**src/rtl/dual_fetch_queue_pkg.sv**
```systemverilog
// Shared types and constants for the dual-issue fetch path.
// Queue entries carry the fetch PC alongside the instruction word.
package dual_issue_pkg;

  localparam logic [31:0] NOP_INST     = 32'h0;
  localparam logic [31:0] FETCH_STRIDE = 32'd8;
  localparam logic [31:0] INST_BYTES   = 32'd4;

  typedef enum logic [1:0] {
    BOOT,
    RUN,
    SQUASH
  } fetch_state_t;

  typedef struct packed {
    logic [31:0] pc;
    logic [31:0] inst;
  } q_entry_t;

endpackage

```
**src/rtl/dual_fetch_queue_if.sv**
```systemverilog
// Bundle of the instruction-memory bus and the dual-issue presentation signals.
// master: the fetch queue; slave: memory plus issue stage.
interface dual_fetch_queue_if #(
  parameter int unsigned QDEPTH = 4
);
  localparam int unsigned CNT_W = $clog2(QDEPTH) + 1;

  logic             stall;
  logic             rewind;
  logic             redirect_valid;
  logic [31:0]      redirect_pc;
  logic             imem_req;
  logic [31:0]      imem_addr;
  logic [31:0]      imem_rdata0;
  logic [31:0]      imem_rdata1;
  logic [31:0]      inst0_old;
  logic [31:0]      inst1_old;
  logic [31:0]      pc0_out;
  logic [31:0]      pc1_out;
  logic [CNT_W-1:0] q_count;

  modport master (
    input  stall, rewind, redirect_valid, redirect_pc, imem_rdata0, imem_rdata1,
    output imem_req, imem_addr, inst0_old, inst1_old, pc0_out, pc1_out, q_count
  );

  modport slave (
    output stall, rewind, redirect_valid, redirect_pc, imem_rdata0, imem_rdata1,
    input  imem_req, imem_addr, inst0_old, inst1_old, pc0_out, pc1_out, q_count
  );

endinterface

```
**src/rtl/dual_fetch_queue_fetch_queue.sv**
```systemverilog
// Circular buffer accepting up to two pushes and two pops per cycle.
// Exposes the two oldest entries; flush empties it by snapping head to tail.
module fetch_queue
  import dual_issue_pkg::*;
#(
  parameter int unsigned QDEPTH = 4
) (
  input  logic                   clk,
  input  logic                   reset,
  input  logic                   flush,
  input  logic [1:0]             push_cnt,
  input  q_entry_t               push0,
  input  q_entry_t               push1,
  input  logic [1:0]             pop_cnt,
  output q_entry_t               head0,
  output q_entry_t               head1,
  output logic [$clog2(QDEPTH):0] count
);

  localparam int unsigned PW = $clog2(QDEPTH);
  localparam int unsigned CW = PW + 1;

  q_entry_t      mem [QDEPTH];
  logic [PW-1:0] head;
  logic [PW-1:0] tail;
  logic [PW-1:0] head_p1;
  logic [PW-1:0] tail_p1;

  assign head_p1 = head + 1'b1;
  assign tail_p1 = tail + 1'b1;

  always_ff @(posedge clk) begin
    if (reset) begin
      head  <= '0;
      tail  <= '0;
      count <= '0;
    end else if (flush) begin
      head  <= tail;
      count <= '0;
    end else begin
      head  <= head + PW'(pop_cnt);
      tail  <= tail + PW'(push_cnt);
      count <= count + CW'(push_cnt) - CW'(pop_cnt);
    end
  end

  always_ff @(posedge clk) begin
    if (!reset && !flush && push_cnt != 2'd0) begin
      mem[tail] <= push0;
      if (push_cnt == 2'd2) mem[tail_p1] <= push1;
    end
  end

  assign head0 = mem[head];
  assign head1 = mem[head_p1];

endmodule

```
**src/rtl/dual_fetch_queue.sv**
```systemverilog
// Fetch unit feeding the dual-issue stage: BOOT/RUN/SQUASH FSM, fetch PC and
// request throttling around fetch_queue. `define FETCH_PERF_CNT_EN adds perf counters.
module dual_fetch_queue
  import dual_issue_pkg::*;
#(
  parameter int unsigned QDEPTH   = 4,
  parameter logic [31:0] RESET_PC = 32'h0000_0000
) (
  input  logic               clk,
  input  logic               reset,
  dual_fetch_queue_if.master bus
`ifdef FETCH_PERF_CNT_EN
  ,
  output logic [31:0]        perf_rewind_cnt,
  output logic [31:0]        perf_empty_cnt
`endif
);

  localparam int unsigned CW = $clog2(QDEPTH) + 1;

  fetch_state_t  state;
  fetch_state_t  state_next;
  logic [31:0]   fetch_pc;
  logic [31:0]   req_pc;
  logic          inflight;
  logic          req;
  logic          room;
  logic          redirect;
  logic [1:0]    push_cnt;
  logic [1:0]    pop_cnt;
  logic [CW-1:0] count;
  q_entry_t      head0;
  q_entry_t      head1;
  q_entry_t      push0;
  q_entry_t      push1;
  logic          valid0;
  logic          valid1;

  assign redirect = bus.redirect_valid && !reset;
  // Counting the outstanding pair as already queued keeps pushes from overrunning.
  assign room = (32'(count) + (inflight ? 32'd2 : 32'd0)) <= (QDEPTH - 32'd2);

  always_comb begin
    state_next = state;
    req        = 1'b0;
    push_cnt   = 2'd0;
    pop_cnt    = 2'd0;
    case (state)
      BOOT:    state_next = RUN;
      RUN:     state_next = RUN;
      SQUASH:  state_next = RUN;
      default: state_next = BOOT;
    endcase
    if (redirect) state_next = SQUASH;
    if (!reset && state != BOOT && !redirect && room) req = 1'b1;
    if (!reset && inflight && !redirect) push_cnt = 2'd2;
    if (!reset && !redirect && !bus.stall) begin
      if (count >= CW'(2))      pop_cnt = bus.rewind ? 2'd1 : 2'd2;
      else if (count == CW'(1)) pop_cnt = 2'd1;
    end
  end

  always_ff @(posedge clk) begin
    if (reset) begin
      state    <= BOOT;
      fetch_pc <= RESET_PC;
      req_pc   <= RESET_PC;
      inflight <= 1'b0;
    end else begin
      state    <= state_next;
      inflight <= req;
      if (redirect) begin
        fetch_pc <= bus.redirect_pc & ~32'h3;
      end else if (req) begin
        req_pc   <= fetch_pc;
        fetch_pc <= fetch_pc + FETCH_STRIDE;
      end
    end
  end

  assign push0 = '{pc: req_pc,              inst: bus.imem_rdata0};
  assign push1 = '{pc: req_pc + INST_BYTES, inst: bus.imem_rdata1};

  fetch_queue #(
    .QDEPTH (QDEPTH)
  ) u_queue (
    .clk      (clk),
    .reset    (reset),
    .flush    (redirect),
    .push_cnt (push_cnt),
    .push0    (push0),
    .push1    (push1),
    .pop_cnt  (pop_cnt),
    .head0    (head0),
    .head1    (head1),
    .count    (count)
  );

  assign valid0 = !reset && count != '0;
  assign valid1 = !reset && count >= CW'(2);

  assign bus.imem_req  = req;
  assign bus.imem_addr = reset ? '0 : fetch_pc;
  assign bus.inst0_old = valid0 ? head0.inst : NOP_INST;
  assign bus.inst1_old = valid1 ? head1.inst : NOP_INST;
  assign bus.pc0_out   = valid0 ? head0.pc : '0;
  assign bus.pc1_out   = valid1 ? head1.pc : '0;
  assign bus.q_count   = reset ? '0 : count;

`ifdef FETCH_PERF_CNT_EN
  always_ff @(posedge clk) begin
    if (reset) begin
      perf_rewind_cnt <= '0;
      perf_empty_cnt  <= '0;
    end else begin
      if (!redirect && !bus.stall && bus.rewind && count >= CW'(2))
        perf_rewind_cnt <= perf_rewind_cnt + 32'd1;
      if (count == '0 && state != BOOT)
        perf_empty_cnt <= perf_empty_cnt + 32'd1;
    end
  end
`endif

endmodule

```
**src/flat_wrapper.sv**
```systemverilog
// flat-port wrapper written by rule: the top's interface ports become plain ports
module dual_fetch_queue_flat import dual_issue_pkg::*;
#(
  parameter int unsigned QDEPTH   = 4,
  parameter logic [31:0] RESET_PC = 32'h0000_0000
)
  (clk, reset, bus_stall, bus_rewind, bus_redirect_valid, bus_redirect_pc, bus_imem_rdata0, bus_imem_rdata1, bus_imem_req, bus_imem_addr, bus_inst0_old, bus_inst1_old, bus_pc0_out, bus_pc1_out, bus_q_count);
  dual_fetch_queue_if #(.QDEPTH(QDEPTH)) bus_i ();
  input  logic clk;
  input  logic reset;
  input wire logic [$bits(bus_i.stall)-1:0] bus_stall;
  input wire logic [$bits(bus_i.rewind)-1:0] bus_rewind;
  input wire logic [$bits(bus_i.redirect_valid)-1:0] bus_redirect_valid;
  input wire logic [$bits(bus_i.redirect_pc)-1:0] bus_redirect_pc;
  input wire logic [$bits(bus_i.imem_rdata0)-1:0] bus_imem_rdata0;
  input wire logic [$bits(bus_i.imem_rdata1)-1:0] bus_imem_rdata1;
  output wire logic [$bits(bus_i.imem_req)-1:0] bus_imem_req;
  output wire logic [$bits(bus_i.imem_addr)-1:0] bus_imem_addr;
  output wire logic [$bits(bus_i.inst0_old)-1:0] bus_inst0_old;
  output wire logic [$bits(bus_i.inst1_old)-1:0] bus_inst1_old;
  output wire logic [$bits(bus_i.pc0_out)-1:0] bus_pc0_out;
  output wire logic [$bits(bus_i.pc1_out)-1:0] bus_pc1_out;
  output wire logic [$bits(bus_i.q_count)-1:0] bus_q_count;
  assign bus_i.stall = bus_stall;
  assign bus_i.rewind = bus_rewind;
  assign bus_i.redirect_valid = bus_redirect_valid;
  assign bus_i.redirect_pc = bus_redirect_pc;
  assign bus_i.imem_rdata0 = bus_imem_rdata0;
  assign bus_i.imem_rdata1 = bus_imem_rdata1;
  assign bus_imem_req = bus_i.imem_req;
  assign bus_imem_addr = bus_i.imem_addr;
  assign bus_inst0_old = bus_i.inst0_old;
  assign bus_inst1_old = bus_i.inst1_old;
  assign bus_pc0_out = bus_i.pc0_out;
  assign bus_pc1_out = bus_i.pc1_out;
  assign bus_q_count = bus_i.q_count;
  dual_fetch_queue #(.QDEPTH(QDEPTH), .RESET_PC(RESET_PC)) u_core (.clk(clk), .reset(reset), .bus(bus_i));
endmodule
```
**config.mk**
```make
export PLATFORM = sky130hd
export DESIGN_NAME = dual_fetch_queue_flat
export DESIGN_NICKNAME = d
export VERILOG_FILES = /design/src/rtl/dual_fetch_queue_pkg.sv /design/src/rtl/dual_fetch_queue_if.sv /design/src/rtl/dual_fetch_queue_fetch_queue.sv /design/src/rtl/dual_fetch_queue.sv /design/src/flat_wrapper.sv
export SDC_FILE = /design/constraint.sdc
export NUM_CORES = 1
export LEC_CHECK = 0
export ABC_AREA = 1
export BUFFER_PORTS_ARGS = -buffer_cell sky130_fd_sc_hd__buf_2
export CORE_MARGIN = 3
export CORE_UTILIZATION = 52
export DETAILED_ROUTE_END_ITERATION = 8
export PLACE_DENSITY = 0.85
export REMOVE_ABC_BUFFERS = 1
export SLEW_MARGIN = 20
export SYNTH_ARGS = -nofsm -noshare
export SYNTH_HDL_FRONTEND = slang
export SYNTH_SLANG_ARGS = --single-unit
```
**constraint.sdc**
```tcl
create_clock -name clk -period 3.1 [get_ports clk]
set_input_delay 0.62 -clock clk [delete_from_list [all_inputs] [get_ports clk]]
set_output_delay 0.62 -clock clk [all_outputs]
set_load 0.005 [all_outputs]
```
======== Word level (Yosys, flattened, before mapping) ========
Memory sizes are Yosys's and may differ from the RTL's. A register that Yosys moved wholly into a read port is not among the register bits.
Cells that the tools add are included.
operators by class
  reduce and logical (&&, ||, !) cells .... 22
  $lt $le $gt $ge ......................... 2
  muxes and demuxes ....................... 24
  equal/unequal tests ..................... 4
  bitwise operators ....................... 1
  $add $sub $neg .......................... 9
operators with widths
  kind                                                                               count
  32-bit 2-to-1 mux                                                                  7
  3-bit by 32-bit adder with 32-bit output                                           1
  32-bit by 3-bit adder with 32-bit output, second input constant                    1
  32-bit by 4-bit adder with 32-bit output, second input constant                    1
  32-bit by 2-bit less-or-equal comparator with 1-bit output, second input constant  1
  2-bit 2-to-1 mux                                                                   8
  1-bit logical AND                                                                  11
  1-bit 2-to-1 mux                                                                   8
  2-bit nonzero test                                                                 3
  2-bit by 1-bit adder with 2-bit output, second input constant                      2
  2-bit adder                                                                        2
  2-bit equality test, second input constant                                         2
  3-bit by 2-bit adder with 3-bit output                                             1
  3-bit by 1-bit equality test with 1-bit output, second input constant              1
  3-bit by 2-bit >= comparator with 1-bit output, second input constant              1
  1-bit logical NOT                                                                  3
  3-bit 2-to-1 mux                                                                   1
  3-bit nonzero test                                                                 1
  3-bit OR reduction                                                                 1
  3-bit by 2-bit subtractor with 3-bit output                                        1
  2-bit by 1-bit equality test with 1-bit output, second input constant              1
  2-bit logical NOT                                                                  1
  2-bit AND reduction                                                                1
  2-bit OR reduction                                                                 1
  1-bit inverter                                                                     1
storage, ports and cells
  output and inout bits ................... 164
  RAM bits ................................ 256
  logic and storage cells ................. 72
  input port bits ......................... 101
  memories kept ........................... 1
  register bits ........................... 74
memory list
  memory              words  bits a word  rd ports  clocked after Yosys merged registers in  wr ports  RTL line                            RTL
  u_core.u_queue.mem  4      64           2         1                                        2         dual_fetch_queue_fetch_queue.sv:23  q_entry_t mem [QDEPTH];

======== Logic depth before layout (Yosys ltp) ========
Gate-level depths: netlist (run 1).
  depth in word-level cells ............... 9
  mapped depth ............................ 13
  mapped depth without buffers ............ 12

======== By module ========
Synthesis (run 1) repeated with hierarchy kept, for this count alone.
unflattened totals
  cells, all modules ...................... 3025
  area total of the unflattened synthesis .. 21033.9 µm²
modules (own cells, without submodules)
  module            area an instance (µm²)  sequential area each (µm²)  times used  cells each
  fetch_queue       15946.5                 7827.5                      1           2094
  dual_fetch_queue  5087.4                  1261.2                      1           931

======== Least setup slack after synthesis (run 1) ========
No wires, ideal clock.
  kind .................................... input port to flip-flop
  from .................................... input port bus_redirect_valid
  to ...................................... memory u_core.u_queue.mem[0][0] (netlist bit) (enable)
  data required time ...................... 2.669 ns
  arrival time ............................ 2.707 ns
  buffers on the path ..................... 1
  stages on the path ...................... 6
  setup time .............................. 0.431 ns
  setup slack ............................. -0.038 ns
  cells stage by stage .................... inv_2 > nand2_4 > inv_2 > nand2_4 > nor2_8 > buf_2
RTL lines
  item             RTL line                            RTL
  start, declared  flat_wrapper.sv:13                  input wire logic [$bits(bus_i.redirect_valid)-1:0] bus_redirect_valid;
  end, declared    dual_fetch_queue_fetch_queue.sv:23

======== Worst setup path after layout (run 1) ========
  from .................................... register u_core.u_queue.head[1]
  to ...................................... output port bus_pc1_out[14]
between the ends
  cells in the longest elaborated chain, start to end .. 3
RTL lines
  item                                    RTL line                            RTL
  start, declared                         dual_fetch_queue_fetch_queue.sv:24  logic [PW-1:0] head;
  start signal, assigned                  dual_fetch_queue_fetch_queue.sv:38  head <= tail;
  start signal, assigned                  dual_fetch_queue_fetch_queue.sv:41  head <= head + PW'(pop_cnt);
  2-bit by 1-bit adder with 2-bit output  dual_fetch_queue_fetch_queue.sv:29  assign head_p1 = head + 1'b1;
  memory 4 x 64 bit                       n/a
  32-bit 2-to-1 mux                       dual_fetch_queue.sv:107             assign bus.pc1_out = valid1 ? head1.pc : '0;
  end, declared                           flat_wrapper.sv:22                  output wire logic [$bits(bus_i.pc1_out)-1:0] bus_pc1_out;
No other way between the ends.

==> impl_results.md, run 1 <==
* Number of inserted diodes at 0
* Pin count of the biggest net entering global routing at approximately 90
* Result of the run: complete, no violations
* Worst-Margin Slew at ~1100 ps
* Vias in the first global route at roughly 16,000
* Maximum clock frequency at about 330 MHz
* RSZ-0062 raised after global routing: true
* Critical Path Fanout Max at 21
* Crit path arrival time at approximately 2400 ps
* Final Net Count at between 2,000 and 3,000
* Relative slew margins at between 20% and 30%
* Vias per inst at 5.779
* Final Power at ~9.4 mW
* Number of nets still failing antenna checks after routing at 0
* CTS HTree Levels at 2
* Largest stage delay, worst path at 610 ps
* Synth async-reset ratio at 0%
* Aggregate routed wire length at about 52 mm
* Global-route wire length before repair at around 81 mm
* Post-route standard cell area excluding fillers at between 0.02 and 0.025 mm2
* Cells traversed along the worst timing path: nor2_4 -> inv_2 -> buf_4 -> nand2_1 -> a31oi_1 -> buf_2
* Register bit count reported by yosys at about 320
* Clock Skews at approximately 21 ps
* Die Ht at 189.5 um
* Core area at 0.03287 mm2
* Final HPWL from detailed placement at 33.57 mm
* Largest family of logic cells by synthesized area: simple AND/OR/NAND/NOR gates
* Area growth from synthesis to layout at 15.53%
* Final Setup Violations at 0
* Horizontal die dimension at 189.5 um
* Leakage power at approximately 8.7 nW
* Share of cell area taken by muxes after synthesis at 0%
* GRT Residual Overflow at 0
* Category of the worst setup path launch point: flop
* Total standard cell area after synthesis at ~0.018 mm2
* Cell area power density at 465.2 mW/mm2
* Cells after synthesis at 2,227
* Number of antenna violations at the first check in global routing at 1
* Clock tree root driver cell: clkbuf_16
* Clk pin slew, worst setup/hold paths at 60 ps
* Die area at between 0.03 and 0.04 mm2
* Standard cell area after detailed placement at about 0.019 mm2
* Vias at around 17,000
* Final cell count without fillers at 2,885
* Number of cells after detailed placement at around 2,800
* Number of port buffers at about 260
* Maximum Capacitance Violations at 0
* DRT iter0 DRCs at between 1,500 and 2,000
* Worst hold slack after final layout at around 310 ps
* Hold violation count in the final report at 0
* Critical Path RT at 2480 ps
* Min-Delay Path Class: in2reg
* Fraction of the mapped netlist area in simple logic gates at 21.83%
* Routed wire length per instance at between 15 and 20 um
* Final weighted congestion of routability-driven global placement at 0.9290
* Number of flops mapped to enable cells by yosys at 248
* Main flop type after synthesis: edfxtp_1
* Num Clock Sinks at roughly 320
* Post-synthesis adder-cell area fraction at less than 1%
* Element type at the critical path end: output port
* Xor and xnor fraction of the mapped netlist area at between 1 and 1.5%
* Slowest stage cell on the critical path: dfxtp_4
* Number of buffers created by CTS at 35
* Setup TNS at 0 ps
* Final setup slack of the worst path at 75.23 ps
* Clk_lat worst skew at 530 ps
* Final critical-path required period at 3025 ps
* Sequential area share after synthesis at roughly half
* Number of distinct library cells after synthesis at 44
* Overall track demand over capacity in global routing at around 28%
* IR Drop Worst-Case VDD at approximately 380 uV
* TritonRoute pass-1 iters at 6
* Clock buffer depth at 3
* Fill cell count at 2,700
* TritonCTS clock tree: yes
* Share of cells above drive strength 1 at 15.80%
* Path type of the worst setup path: reg2out
* Post-Syn Area per Cell at 7.863 um2
* Initial core utilization at between 50% and 60%
* Worst-case setup slack after placement at about 380 ps
* Synth Area in Compound Gates at between 10% and 20%
* Drt drc at 0
* Row count at between 60 and 70
* Total I/O pin count at around 270
* FF-to-FF setup slack at just over 600 ps
* Period Utilization, post-route at a little over nine tenths
* End-of-flow core utilization at between 60% and 70%
* Pins over their slew limit at 0
* Synth warn at 0
[sequential cells by signal (all words and copies together) (netlist names)]
register / flops
u_core.req_pc: 30
u_core.u_queue.head: 2
u_core.u_queue.count: 3
u_core.u_queue.mem: 248
u_core.u_queue.tail: 1
u_core.state: 2
u_core.inflight: 1
u_core.fetch_pc: 30
[logic make-up after synthesis]
group | count (synthesis)
AND/OR/NAND/NOR | 938
AO/OA/AOI/OAI | 590
buffers and inverters | 347
flip-flops | 317
XOR/XNOR | 24
adder cells (fa/ha/maj) | 10
other | 1
[synth_stat cells, types with 2 or more instances]
library cell	count	area, um2
buf_4	9	67.56
nand3b_1	5	37.54
edfxtp_1	248	7447
nor2_1	251	942.2
a31oi_1	53	331.6
o21ai_1	99	495.5
nor2_2	3	18.77
nand3_1	55	275.3
nor2_4	5	56.30
o21ai_0	240	1201
xor2_1	22	192.7
inv_1	192	720.7
nor3_2	3	30.03
a21oi_1	173	865.8
dfxtp_1	69	1381
nand3_2	2	20.02
buf_1	7	26.28
a22oi_1	10	75.07
buf_2	64	320.3
inv_2	14	52.55
nand2_1	584	2192
nand2_4	5	56.30
ha_1	9	112.6
nand4_1	8	50.05
clkbuf_1	57	214.0
nor3_1	8	40.04
o22ai_1	10	62.56
clkbuf_2	2	10.01
nor2_8	2	40.04
nand2_2	4	25.02
[where the power goes]
part           switching [mW]  internal [mW]  total, mW
combinational           0.447          0.248      0.696
sequential              0.132           4.68       4.81
clock                    1.64           2.27       3.91
[area by class of cell]
class	count	area [um2]	area share, %
flip-flops and latches	317	8833	43.66
multi-input cells	1568	7288	36.02
repair buffers	291	1700	8.404
clock buffers	46	958.4	4.737
inverters	207	787.0	3.890
well taps	442	553.0	2.733
clock inverters	14	111.4	0.5504
[final timing paths]
| check | endpoint | depth (start not counted) | startpoint |
|---|---|---|---|
| worst min-delay path | u_core.fetch_pc[3] | 3 | bus_redirect_pc[3] |
| worst min register to register | u_core.u_queue.mem[2][63] | 0 | u_core.req_pc[31] |
| worst max-delay path | bus_pc1_out[14] | 6 | u_core.u_queue.head[1] |
| worst max register to register | u_core.fetch_pc[18] | 12 | u_core.u_queue.count[1] |
[metal layers]
layer | wire, um | track usage, %
met1 | 20260 | 36.48
met2 | 24790 | 46.94
met3 | 5852 | 5.129
met4 | 1538 | 9.980
met5 | 13 | 0
[cell usage in the layout (no fill, tap or decap), drive strengths merged, types with 8 or more instances in the layout]
cell,netlist,routed
a22oi,10,10
xor2,23,23
a31oi,53,53
a21oi,174,174
buf,81,291
nor2,261,261
clkbuf,59,46
edfxtp,248,248
nand4,8,8
ha,9,9
nor3,12,12
o21ai,340,340
nand2,593,593
nand3,58,58
o22ai,10,10
dfxtp,69,69
inv,207,209
clkinv,0,11
[critical path, delay by kind of cell, from the launching register on]
kind / cells / cell delay [ps]
AO/OA/AOI/OAI: 1 / 190
flip-flops: 1 / 610
buffers and inverters: 3 / 930
AND/OR/NAND/NOR: 2 / 150
[timing repair]
item	CTS	global route
hold buffers	0	0
gates resized for setup	2	2
buffers inserted	3	0
setup endpoints to repair	44	18
pin swaps	1	0
Note: power is estimated with default switching activity, not from simulation.
==> inputs of run 2 (changes only) <==
CORE_UTILIZATION = 54   (was 52)
PLACE_DENSITY = 0.86   (was 0.85)
SYNTH_HIERARCHICAL = 1   (was unset)
==> impl_results.md, run 2 <==
* Result of the run: complete, no violations
* Maximum clock frequency at 331.1 MHz (+0.14%)
* TritonRoute pass-1 iters at 6 (unchanged)
* Number of buffers created by CTS at 36 (+2.9%)
* CTS HTree Levels at 2 (unchanged)
* Pin count of the biggest net entering global routing at 172 (+87%)
* Path type of the worst setup path: reg2out
* Final Setup Violations at 0 (unchanged)
* Relative slew margins at 39.07% (+10 points)
* Global-route wire length before repair at 96.23 mm (+18%)
* Top library cells by usage in the layout, fill and taps aside: nand2_1 (938), inv_1 (347), nor2_1 (331)
* Min-Delay Path Class: in2reg
* Post-synthesis adder-cell area fraction at 0.6067% (-0.15 points)
* Share of power burned in the clock network at 38.4% (-3.1 points)
* Category of the worst setup path launch point: flop
* Clock tree root driver cell: clkbuf_16
* Register bit count reported by yosys at 326 (+2.8%)
* Synth Area in Compound Gates at 13.31% (-4.3 points)
* Area growth from synthesis to layout at 14.09%
* Row count at 71 (+7.6%)
* Vias per inst at 5.614 (-2.9%)
* Vias at 21,052 (+26%)
* Worst-Margin Slew at 914.0 ps (-152.0 ps)
* Yosys top cell by area: edfxtp_1
* Cells after synthesis at 3,025 (+36%)
* Element type at the critical path end: output port
* Sequential area share after synthesis at 43.21% (-7.2 points)
* Total net switching power at 3.312 mW (+49%)
* Synth warn at 6 (+6)
* Pins over their slew limit at 0 (unchanged)
* Cell with the most instances after synthesis: nand2_1
* Final Net Count at 3,321 (+31%)
* Core area at 0.03802 mm2 (+16%)
* Number of flops mapped to enable cells by yosys at 256 (+3.2%)
* Area occupied by registers at 0.009096 mm2 (+3.0%)
* Max FFs per register at 256 (+3.2%)
* Die area at 0.04136 mm2 (+15%)
* Cell area power density at 484.2 mW/mm2 (+4.1%)
* Worst-case setup slack after placement at 140.1 ps (-243.4 ps)
* Cell internal power dissipation at 8.308 mW (+16%)
* Clock Skews at 22.31 ps (+1.291 ps)
* Synth async-reset ratio at 0% (unchanged)
* Num Clock Sinks at 326 (+2.8%)
* GRT Residual Overflow at 0 (unchanged)
* Drt drc at 0 (unchanged)
* Period Utilization, post-route at 97.44% (-0.13 points)
* Fraction of the mapped netlist area in simple logic gates at 30.14% (+8.3 points)
* Crit path arrival time at 2400 ps (about the same)
* Hold violation count in the final report at 0 (unchanged)
* Final Power at 11.62 mW (+23%)
* Total I/O pin count at 265 (unchanged)
* Clk_lat worst skew at 540 ps (about the same)
* Critical Path RT at 2480 ps (about the same)
* Fill cell count at 3,251 (+20%)
* Register bank with the most flops: u_core/u_queue/mem
* End-of-flow core utilization at 63.11% (+1.6 points)
* Share of cells above drive strength 1 at 13.15% (-2.6 points)
* Critical Path Fanout Max at 58 (+180%)
* Share of the synthesized area in the top cell type at 36.55% (-6.0 points)
* Hold Buf Count CTS at 0 (unchanged)
* Vias in the first global route at 19,296 (+20%)
* Die Ht at 203.4 um (+7.3%)
* Overall track demand over capacity in global routing at 28.55% (+0.59 points)
* TritonCTS clock tree: yes
* Standard cell area after detailed placement at 0.02266 mm2 (+19%)
* Clk pin slew, worst setup/hold paths at 60 ps (about the same)
* Main flop type after synthesis: edfxtp_1
* Number of antenna violations at the first check in global routing at 3 (+2)
* Sequential group share of total power at 43.6% (-7.5 points)
* Area taken by multi-input logic gates at 0.009727 mm2 (+33%)
* Clock buffer depth at 3 (unchanged)
* Final HPWL from detailed placement at 38.91 mm (+16%)
* Number of inserted diodes at 0 (unchanged)
* Number of nets still failing antenna checks after routing at 0 (unchanged)
* IR Drop Worst-Case VDD at 375.8 uV (about the same)
* Largest family of logic cells by synthesized area: simple AND/OR/NAND/NOR gates
* Post-Syn Area per Cell at 6.953 um2 (-12%)
* Final weighted congestion of routability-driven global placement at 0.9016 (-2.9%)
* Number of distinct library cells after synthesis at 42 (-4.5%)
* Total standard cell area after synthesis at 0.02103 mm2 (+20%)
* Most common cell after layout, fill and taps aside: nand2_1
* RSZ-0062 raised after global routing: false
* Horizontal die dimension at 203.4 um (+7.3%)
* Number of port buffers at 260 (+1.6%)
* Registers with the most flip-flops: u_core/u_queue/mem (256), u_core/fetch_pc (30), u_core/req_pc (30)
* DRT iter0 DRCs at 2,080 (+24%)
* Final critical-path required period at 3021 ps (-4.099 ps)
* Initial core utilization at 55.32% (+2.0 points)
* Most numerous cell types in the synthesized netlist: nand2_1 (943), inv_1 (347), nor2_1 (335), edfxtp_1 (256), nand3_1 (238)
* Share of cell area taken by muxes after synthesis at 0% (unchanged)
* Setup TNS at 0 ps (unchanged)
* Maximum Capacitance Violations at 0 (unchanged)
* Final setup slack of the worst path at 79.33 ps (+4.099 ps)
* Leakage power at 11.60 nW (+34%)
* Post-route standard cell area excluding fillers at 0.02400 mm2 (+19%)
* Switching fraction of total power at 28.50% (+4.9 points)
* Cell types occupying the most area after synthesis: edfxtp_1 (37%), nand2_1 (17%), dfxtp_1 (6.7%)
* Aggregate routed wire length at 62.62 mm (+19%)
* Proportion of power drawn by combinational gates at 18.0% (+11 points)
* Xor and xnor fraction of the mapped netlist area at 1.332% (+0.089 points)
* Routed wire length per instance at 16.70 um (-8.1%)
run 2: path summary, 6_finish.rpt:
| check | start | to | slack, ps | cells past startpoint |
|---|---|---|---|---|
| min | bus_redirect_pc[4] | u_core/fetch_pc[4] | 320 | 3 |
| min reg2reg | u_core/state[0] | u_core/state[0] | 480 | 3 |
| max | u_core/u_queue/head[0] | bus_pc1_out[17] | 80 | 8 |
| max reg2reg | u_core/req_pc[3] | u_core/u_queue/mem[1][52] | 460 | 8 |
run 2: area by class of cell:
class / count / share of cell area [%]
Clock inverter: 21 / 1.079
Sequential cell: 326 / 37.91
Inverter: 354 / 5.584
Multi-Input combinational cell: 2173 / 40.53
Tap cell: 511 / 2.664
Clock buffer: 45 / 4.025
Timing Repair Buffer: 320 / 8.207
run 2: logic make-up after synthesis:
| group | after synthesis |
|---|---|
| simple gates | 1568 |
| buf+inv | 547 |
| flops | 326 |
| other cells | 1 |
| compound gates | 542 |
| fa+ha+maj | 9 |
| xor+xnor | 32 |
run 2: worst max-delay path, cell delays in order (launching register included):
cell and delay [ps]:
dfxtp_4 480, nor2_8 110, nor2_8 220, clkinv_2 150
buf_16 230, o21ai_1 230, inv_1 80, nor2_1 210
buf_2 160
run 2: per-stage QoR:
step           hold WS [ps]  instances
2_1_floorplan         455.7       2853
3_3_place_gp          463.5       3677
3_5_place_dp          470.2       3677
4_1_cts               304.6       3744
5_1_grt               332.4       3750
6_report              318.4       3750
run 2: power by group through the flow:
stage	clock [mW]	sequential [mW]	combinational (mW)
floorplan	0	5.19	1.21
global placement	0	5.16	1.97
detailed placement	0	5.16	2.00
CTS	4.50	5.07	2.03
global route	4.65	5.09	2.32
finish	4.46	5.07	2.09
run 2: what timing repair did:
item / in CTS / in global routing
gates resized for setup: 3 / 3
cloned: 0 / 1
setup buffers: 1 / 5
endpoints found under the setup margin: 24 / 46
run 2: layer usage:
layer	vias to the layer above	global-route usage, %	wire length (um)
met5	-	0	41
met2	1327	48.29	29200
met3	223	4.597	7009
li1	10086	-	-
met1	9410	35.93	23710
met4	6	13.54	2658
